<file path="config.mk">
export PLATFORM = sky130hd
export DESIGN_NAME = serial_adder_sequencer_flat
export DESIGN_NICKNAME = d
export VERILOG_FILES = /design/src/rtl/arith_pkg.sv /design/src/rtl/serial_adder_sequencer_if.sv /design/src/rtl/serial_full_adder_cell.sv /design/src/rtl/serial_adder_sequencer.sv /design/src/flat_wrapper.sv
export SDC_FILE = /design/constraint.sdc
export NUM_CORES = 1
export LEC_CHECK = 0
export ABC_AREA = 0
export CORE_UTILIZATION = 35
export DETAILED_ROUTE_END_ITERATION = 6
export PLACE_DENSITY = 0.59
export SLEW_MARGIN = 20
export SYNTH_ARGS = -nofsm -noshare
export SYNTH_HDL_FRONTEND = slang
export SYNTH_SLANG_ARGS = --single-unit
</file>
<file path="constraint.sdc">
create_clock -name clk -period 2.8 [get_ports clk]
set_clock_uncertainty 0.05 [all_clocks]
set_input_delay 0.28 -clock clk [delete_from_list [all_inputs] [get_ports clk]]
set_output_delay 0.28 -clock clk [all_outputs]
set_load 0.01 [all_outputs]
</file>
<file path="src/rtl/arith_pkg.sv">
// arith_pkg -- shared types and helpers for the basic-arithmetic sequencers.
// rev 1.0
`default_nettype none

package arith_pkg;

  typedef enum logic [1:0] {
    IDLE  = 2'd0,
    SHIFT = 2'd1,
    DONE  = 2'd2
  } seq_state_t;

  // Bit-counter width: enough to index DATA_WIDTH bits, never narrower than 1.
  function automatic int unsigned cnt_width(input int unsigned width);
    return (width <= 1) ? 1 : $clog2(width);
  endfunction

endpackage : arith_pkg

`default_nettype wire

</file>
<file path="src/rtl/serial_adder_sequencer_if.sv">
// serial_adder_sequencer_if -- operand/result handshake bundle for the serial adder.
// rev 1.0
`default_nettype none

interface serial_adder_sequencer_if #(
  parameter int DATA_WIDTH = 8
);

  logic                  start;
  logic [DATA_WIDTH-1:0] data_a;
  logic [DATA_WIDTH-1:0] data_b;
  logic                  carry_in;
  logic                  ready;
  logic                  busy;
  logic                  done;
  logic [DATA_WIDTH-1:0] sum;
  logic                  carry_out;

  modport master (
    output start, data_a, data_b, carry_in,
    input  ready, busy, done, sum, carry_out
  );

  modport slave (
    input  start, data_a, data_b, carry_in,
    output ready, busy, done, sum, carry_out
  );

endinterface : serial_adder_sequencer_if

`default_nettype wire

</file>
<file path="src/rtl/serial_full_adder_cell.sv">
// serial_full_adder_cell -- combinational 1-bit full adder from two half-adder stages.
// rev 1.0
`default_nettype none

module serial_full_adder_cell (
  input  logic a,
  input  logic b,
  input  logic cin,
  output logic s,
  output logic cout
);

  logic ha0_sum;
  logic ha0_carry;
  logic ha1_carry;

  assign ha0_sum   = a ^ b;
  assign ha0_carry = a & b;

  assign s         = ha0_sum ^ cin;
  assign ha1_carry = ha0_sum & cin;

  assign cout      = ha0_carry | ha1_carry;

endmodule : serial_full_adder_cell

`default_nettype wire

</file>
<file path="src/rtl/serial_adder_sequencer.sv">
// serial_adder_sequencer -- bit-serial DATA_WIDTH adder, LSB first, one bit per clock.
// rev 1.0
`default_nettype none

module serial_adder_sequencer
  import arith_pkg::*;
#(
  parameter int DATA_WIDTH = 8
) (
  input  logic                     clk,
  input  logic                     rst_n,
  serial_adder_sequencer_if.slave  bus
);

  localparam int unsigned     CNT_W    = cnt_width(DATA_WIDTH);
  localparam logic [CNT_W-1:0] LAST_BIT = CNT_W'(DATA_WIDTH - 1);

  seq_state_t            state;
  seq_state_t            state_nxt;
  logic [CNT_W-1:0]      bit_cnt;
  logic [DATA_WIDTH-1:0] a_sh;
  logic [DATA_WIDTH-1:0] b_sh;
  logic [DATA_WIDTH-1:0] psum;
  logic [DATA_WIDTH-1:0] psum_nxt;
  logic                  carry;
  logic [DATA_WIDTH-1:0] sum_q;
  logic                  carry_out_q;
  logic                  fa_s;
  logic                  fa_c;
  logic                  last_bit;
  logic                  ready;
  logic                  busy;
  logic                  done;

  serial_full_adder_cell u_cell (
    .a    (a_sh[0]),
    .b    (b_sh[0]),
    .cin  (carry),
    .s    (fa_s),
    .cout (fa_c)
  );

  assign last_bit = (bit_cnt == LAST_BIT);

  // New sum bit enters at the MSB so that after DATA_WIDTH shifts bit i sits at index i.
  assign psum_nxt = (psum >> 1) | (DATA_WIDTH'(fa_s) << (DATA_WIDTH - 1));

  always_ff @(posedge clk or negedge rst_n) begin
    if (!rst_n) begin
      state <= IDLE;
    end else begin
      state <= state_nxt;
    end
  end

  always_comb begin
    state_nxt = state;
    ready     = 1'b0;
    busy      = 1'b0;
    done      = 1'b0;
    case (state)
      IDLE: begin
        ready = 1'b1;
        if (bus.start) begin
          state_nxt = SHIFT;
        end
      end
      SHIFT: begin
        busy = 1'b1;
        if (last_bit) begin
          state_nxt = DONE;
        end
      end
      DONE: begin
        done      = 1'b1;
        state_nxt = IDLE;
      end
      default: begin
        state_nxt = IDLE;
      end
    endcase
  end

  always_ff @(posedge clk or negedge rst_n) begin
    if (!rst_n) begin
      bit_cnt     <= '0;
      a_sh        <= '0;
      b_sh        <= '0;
      psum        <= '0;
      carry       <= 1'b0;
      sum_q       <= '0;
      carry_out_q <= 1'b0;
    end else begin
      case (state)
        IDLE: begin
          if (bus.start) begin
            a_sh    <= bus.data_a;
            b_sh    <= bus.data_b;
            carry   <= bus.carry_in;
            bit_cnt <= '0;
            psum    <= '0;
          end
        end
        SHIFT: begin
          a_sh    <= a_sh >> 1;
          b_sh    <= b_sh >> 1;
          psum    <= psum_nxt;
          carry   <= fa_c;
          bit_cnt <= bit_cnt + CNT_W'(1);
          // Outputs are written only on the final bit, never with a partial result.
          if (last_bit) begin
            sum_q       <= psum_nxt;
            carry_out_q <= fa_c;
          end
        end
        default: begin
        end
      endcase
    end
  end

  assign bus.ready     = ready;
  assign bus.busy      = busy;
  assign bus.done      = done;
  assign bus.sum       = sum_q;
  assign bus.carry_out = carry_out_q;

endmodule : serial_adder_sequencer

`default_nettype wire

</file>
<file path="src/flat_wrapper.sv">
// flat-port wrapper written by rule: the top's interface ports become plain ports
module serial_adder_sequencer_flat import arith_pkg::*;
#(
  parameter int DATA_WIDTH = 8
)
  (clk, rst_n, bus_start, bus_data_a, bus_data_b, bus_carry_in, bus_ready, bus_busy, bus_done, bus_sum, bus_carry_out);
  serial_adder_sequencer_if #(.DATA_WIDTH(DATA_WIDTH)) bus_i ();
  input  logic clk;
  input  logic rst_n;
  input wire logic [$bits(bus_i.start)-1:0] bus_start;
  input wire logic [$bits(bus_i.data_a)-1:0] bus_data_a;
  input wire logic [$bits(bus_i.data_b)-1:0] bus_data_b;
  input wire logic [$bits(bus_i.carry_in)-1:0] bus_carry_in;
  output wire logic [$bits(bus_i.ready)-1:0] bus_ready;
  output wire logic [$bits(bus_i.busy)-1:0] bus_busy;
  output wire logic [$bits(bus_i.done)-1:0] bus_done;
  output wire logic [$bits(bus_i.sum)-1:0] bus_sum;
  output wire logic [$bits(bus_i.carry_out)-1:0] bus_carry_out;
  assign bus_i.start = bus_start;
  assign bus_i.data_a = bus_data_a;
  assign bus_i.data_b = bus_data_b;
  assign bus_i.carry_in = bus_carry_in;
  assign bus_ready = bus_i.ready;
  assign bus_busy = bus_i.busy;
  assign bus_done = bus_i.done;
  assign bus_sum = bus_i.sum;
  assign bus_carry_out = bus_i.carry_out;
  serial_adder_sequencer #(.DATA_WIDTH(DATA_WIDTH)) u_core (.clk(clk), .rst_n(rst_n), .bus(bus_i));
endmodule
</file>
# Yosys cells after proc, flatten, opt, wreduce, memory -nomap -nowiden
# Index checks and enable logic that the tools add are counted.
dict set report totals {
  inputBits 20
  output_inout_bits 12
  reg_bits 39
}
dict set report op_classes {
  n_mux 16
  n_reduce_logical 5
  add_sub_neg 1
  n_eq_ne 5
  bitwise_logic 6
}
# operator count
set ops {}
lappend ops {{8-bit case mux with 2 select lines} 3}
lappend ops {{8-bit two-way mux} 3}
lappend ops {{7-bit by 8-bit bitwise OR with 8-bit output} 1}
lappend ops {{3-bit case mux with 2 select lines} 1}
lappend ops {{2-bit AND reduction} 3}
lappend ops {{1-bit two-way mux} 4}
lappend ops {{2-bit two-way mux} 2}
lappend ops {{2-bit case mux with 2 select lines} 1}
lappend ops {{3-bit by 1-bit adder with 3-bit output, second input constant} 1}
lappend ops {{3-bit equality test, second input constant} 1}
lappend ops {{3-bit two-way mux} 1}
lappend ops {{1-bit AND} 2}
lappend ops {{2-bit by 1-bit equality test with 1-bit output, second input constant} 1}
lappend ops {{2-bit equality test, second input constant} 1}
lappend ops {{2-bit logical NOT} 1}
lappend ops {{2-bit by 1-bit != test with 1-bit output, second input constant} 1}
lappend ops {{2-bit != test, second input constant} 1}
lappend ops {{1-bit case mux with 2 select lines} 1}
lappend ops {{2-bit nonzero test} 1}
lappend ops {{1-bit bitwise XOR} 2}
lappend ops {{1-bit bitwise OR} 1}

# Longest topological paths before layout
dict set report depth {
  ltp_word 4
  ltp_mapped 6
}

# Modules after synthesis
# A second synthesis with hierarchy kept.
dict set report unflattened {
  hier_cells 140
  hier_area_um2 1679.1
}
# mod seq_area_each_um2 cells_each instances area_each_um2
set by_module_without_submodules {}
lappend by_module_without_submodules {serial_adder_sequencer 950.9 139 1 1659.1}
lappend by_module_without_submodules {serial_full_adder_cell 0.0 1 1 20.0}

# Worst setup path after synthesis
# OpenSTA, ideal clock, no wires.
dict set report synth_timing {
  path_kind {reg2reg}
  start {reg u_core.bit_cnt[0]}
  end {reg u_core.carry_out_q (netlist: u_core.bus.carry_out)}
  setup_time_ps 125
  path_buffers 0
  path_slack_ps 1396
  stages_incl_launch_ff 5
  t_arrival_ps 1229
  required_ps 2625
  cell_sequence {dfrtp_1 ha_1 ha_1 nand2_8 mux2_4}
}
dict set report synth_between {
  elab_chain_len 2
}
# item line_no
set synth_lines {}
lappend synth_lines {{start, declared} serial_adder_sequencer.sv:20} ;# logic [CNT_W-1:0] bit_cnt;
lappend synth_lines {{start signal, assigned} serial_adder_sequencer.sv:109} ;# bit_cnt <= bit_cnt + CNT_W'(1);
lappend synth_lines {{3-bit equality test} serial_adder_sequencer.sv:43} ;# assign last_bit = (bit_cnt == LAST_BIT);
lappend synth_lines {{2-bit AND reduction (no line)} -}
lappend synth_lines {{end signal, assigned} serial_adder_sequencer.sv:92} ;# carry_out_q <= 1'b0;
lappend synth_lines {{end signal, assigned} serial_adder_sequencer.sv:113} ;# carry_out_q <= fa_c;
lappend synth_lines {{end, declared} serial_adder_sequencer.sv:27} ;# logic carry_out_q;
# No other way between the ends.
# A chain may end at the register's enable or synchronous reset.

# Worst setup path in the final report
dict set report layout_timing {
  start {reg u_core.state[1]}
  end {out bus_done}
}
dict set report layout_between {
  elab_chain_len 2
}
# item line_no
set layout_lines {}
lappend layout_lines {{start, declared} serial_adder_sequencer.sv:18} ;# seq_state_t state;
lappend layout_lines {{start signal, assigned} serial_adder_sequencer.sv:52} ;# state <= state_nxt;
lappend layout_lines {{2-bit equality test} serial_adder_sequencer.sv:61} ;# case (state)
lappend layout_lines {{1-bit two-way mux} serial_adder_sequencer.sv:61}
lappend layout_lines {{end, declared} flat_wrapper.sv:16} ;# output wire logic [$bits(bus_i.done)-1:0] bus_done;
# No other way between the ends.

==> metrics list <==
* Diodes inserted: 0
- Arr. time, crit path: 1800 ps
- # resized after CTS: 0
- The flow ran to the end, but the final reports show violations.
- Broken down by cell family, the worst path's largest delay share belongs to buffers and inverters.
* Final worst-path cycle share: 76.1%
- During placement, the flow inserted port buffers numbering 31.
* Yosys warning total: 0
* Final Hold Viols: 0
- Number of sinks on the clock net: 38
- In the final timing run, aggregate negative setup slack is 0 ps.
- In this run the power density over the cells is 1060 nW/um^2.
- For this run, design rule violations remaining after detail routing come to 3.
- Entering global routing, the biggest net connects 39 pins.
* RSZ-0062 raised after global routing: no
- Type of destination of the critical path: output port
* Leading cell types by total area after synthesis: sky130_fd_sc_hd__dfrtp_1 (56%), sky130_fd_sc_hd__o22ai_1 (10%), sky130_fd_sc_hd__mux2_4 (8.0%)
- In this run the tightest slew margin relative to its limit is 66.7%.
* Post-layout total power: 2.23 mW
- Number of iterations in the first detailed-routing pass: 6
* Antenna violations before repair: 0
- Area grow syn2layout: 24.8%
- Reg-to-reg setup timing slack: 1240 ps
* Number of maximum-capacitance violations: 0
* Leading cell type in the layout, fill and taps excluded: sky130_fd_sc_hd__dfrtp_1
* Number of nets with antenna violations after routing: 0
- Standard cell with the maximum stage delay on the critical path: sky130_fd_sc_hd__clkdlybuf4s50_1
* H-tree depth: 2
- Post-synth design cell area: 1680 um^2
- Hpwl dp: 2.24 mm
* Reg-to-reg endpoint: u_core.bus.sum[3]
- Together, buffers and inverters on the worst path number 2.
- Worst slew pin tran: 500 ps
- Hold WC Path Type: input pin to asynchronous set/reset pin
* Width of the die: 71.4 um
* Drt first-iter violations: 77
- After detailed routing, the total wire length is 3.32 mm.
- Average footprint of a synthesized cell: 12.3 um^2
- In this run the critical register-to-register path is launched from u_core.state[1].
- Largest voltage drop on the vdd net: 0.474 mV
- Pin placement for this block handled 32 I/O pins.
- The cell sitting at the root of the clock tree is a sky130_fd_sc_hd__clkbuf_8.
* Area of the core: 4470 um^2
- Mean number of vias per cell: 5.65
* Data required time at the worst endpoint: 2470 ps
- Seq/Total Area, Yosys: 56.5%
- Routability congestion estimate: 0.895
- Cell count after synthesis: 137
* Setup Viol. Count Final: 0
- Synthesized netlist net count: 160
* PnR worst setup slack: 668 ps
- Post-CTS setup-driven buffer insertion count: 0
- At the placement stage, the worst setup path has a slack of 984 ps.
- Number of buffers on the longest clock path: 2
- Measured along the y axis, the die boundary spans 71.4 um.
- After global routing the overflow that remains totals 0.
* Max-slew violation count: 0
- Maximum fanout count along the critical path: 15
- TritonCTS built the clock tree.
- Of all cell types, the one taking the most synthesized area is sky130_fd_sc_hd__dfrtp_1.
- Traced cell by cell, the critical path runs through inv_1, nor2_1, clkdlybuf4s50_1.
- Most frequent cells in the layout: sky130_fd_sc_hd__dfrtp_1 (38), sky130_fd_sc_hd__clkdlybuf4s50_1 (31), sky130_fd_sc_hd__o22ai_1 (28)
- Stage delay of the slowest cell on the critical path: 550 ps
* Post-synthesis sequential element count: 38
- Registers take 951 um^2.
- The setup path with the least slack is of type flop to output port.
- Failing checks: design-rule violations
- For this design the static power due to leakage is 0.911 nW.
- R2R cell count: 4
- The netlist uses 23 different library cells.
- Derived from the worst setup path, the maximum achievable clock frequency is 469 MHz.
* Inserted Clock Buffers: 5
- Clock slew seen by the registers of the worst setup and hold paths: 70 ps
- GRT Resource Usage Total: 14.5%
- Across all layers, the routed design uses 1,244 vias.
* Number of fill cells: 391
- Hold repair after CTS inserted 0 buffers.
* Number of nets at the end of the flow: 190
- The first global-routing pass estimated 5.73 mm of wire.
* Wire length per cell after detailed routing: 15.1 um
- Min Clock Period, post-route: 2130 ps
- Via count of the first global-routing pass: 1,242
- Fraction of post-synthesis cell area in the top cell type by area: 56.5%
- Site Rows: 24
- Multi-input gate area in the final layout: 647 um^2
- The post-route netlist has 13.7% of its cells at a drive strength greater than 1.
- The die covers 5090 um^2.
* Kind of start point of the critical path: flop
* Initial core utilization: 37.6%
- At the later pin of the worst-skew pair, clock insertion delay measures 280 ps.
==> cell families (layout without fill, tap and decap cells) <==
| kind of cell | Yosys count | after routing | share of synthesized area [%] |
|---|---|---|---|
| muxes | 9 | 9 | 8.02 |
| adders and majority gates | 3 | 3 | 2.67 |
| AOI/OAI and AO/OA | 59 | 59 | 22.4 |
| and+or+nand+nor | 14 | 14 | 5.35 |
| DFF | 38 | 38 | 56.5 |
| buffers and inverters | 14 | 45 | 5.13 |
==> worst max-delay path by stage <==
| stage | from | to | slack, ps | depth (start not counted) |
|---|---|---|---|---|
| 6_report | u_core.state[1] | bus_done | 670 | 3 |
| 5_1_grt | u_core.state[1] | bus_done | 530 | 3 |
| 4_1_cts | u_core.state[1] | bus_done | 640 | 3 |
| 3_5_place_dp | bus_start | u_core.b_sh[2] | 980 | 5 |
| 3_3_place_gp | u_core.state[1] | bus_done | 1010 | 3 |
| 2_1_floorplan | u_core.bit_cnt[0] | u_core.bus.carry_out | 1400 | 4 |
==> cells in the mapped netlist <==
cell,number
sky130_fd_sc_hd__o21ai_0,5
sky130_fd_sc_hd__fa_1,1
sky130_fd_sc_hd__inv_8,1
sky130_fd_sc_hd__nand2b_1,1
sky130_fd_sc_hd__nand2b_4,1
sky130_fd_sc_hd__o221a_2,1
sky130_fd_sc_hd__o22ai_1,28
sky130_fd_sc_hd__nor2_1,5
sky130_fd_sc_hd__buf_4,1
sky130_fd_sc_hd__clkbuf_1,1
sky130_fd_sc_hd__dfrtp_1,38
sky130_fd_sc_hd__nand2_8,1
sky130_fd_sc_hd__inv_1,3
sky130_fd_sc_hd__nand2_1,3
sky130_fd_sc_hd__nand3b_1,1
sky130_fd_sc_hd__mux2_4,9
sky130_fd_sc_hd__a22o_1,9
sky130_fd_sc_hd__nor2b_1,2
sky130_fd_sc_hd__a21oi_1,15
sky130_fd_sc_hd__buf_2,6
sky130_fd_sc_hd__ha_1,2
sky130_fd_sc_hd__o21bai_2,1
sky130_fd_sc_hd__buf_6,2
==> registers in the layout (all words and copies together) (netlist names) <==
signal	cells
u_core.psum	7
u_core.bit_cnt	3
u_core.state	2
u_core.a_sh	8
u_core.bus.carry_out	1
u_core.carry	1
u_core.bus.sum	8
u_core.b_sh	8
==> layout make-up <==
class | count | share of cell area (%)
clock buffer | 7 | 4.11
inverter | 4 | 1.07
clock inverter | 1 | 0.238
timing repair buffer | 33 | 15.5
sequential | 38 | 45.2
multi-input combinational | 85 | 30.8
tap | 52 | 3.10
==> stage by stage <==
step                area [um^2]  std cells  hold slack (ps)  utilization [%]
finish                     2100        220              363             47.0
global route               2100        220              415             47.0
CTS                        2100        220              381             47.0
detailed placement         2010        212              444             44.9
global placement           2010        212              435             44.9
floorplan                  1680        137            -65.6                -
==> layer usage <==
metal	wire [um]	vias to the layer above	track usage (%)
li1	-	578	-
met1	1550	609	19.5
met2	1560	52	22.9
met3	177	5	3.94
met4	27	0	4.44
met5	0	-	0
==> where the power goes <==
group          leakage (nW)  switching, mW  internal (mW)
sequential            0.465          0.191          0.792
clock                0.0482          0.187          0.199
combinational         0.398          0.389          0.474
total                 0.911          0.766           1.46
(Power assumes the default switching activity.)
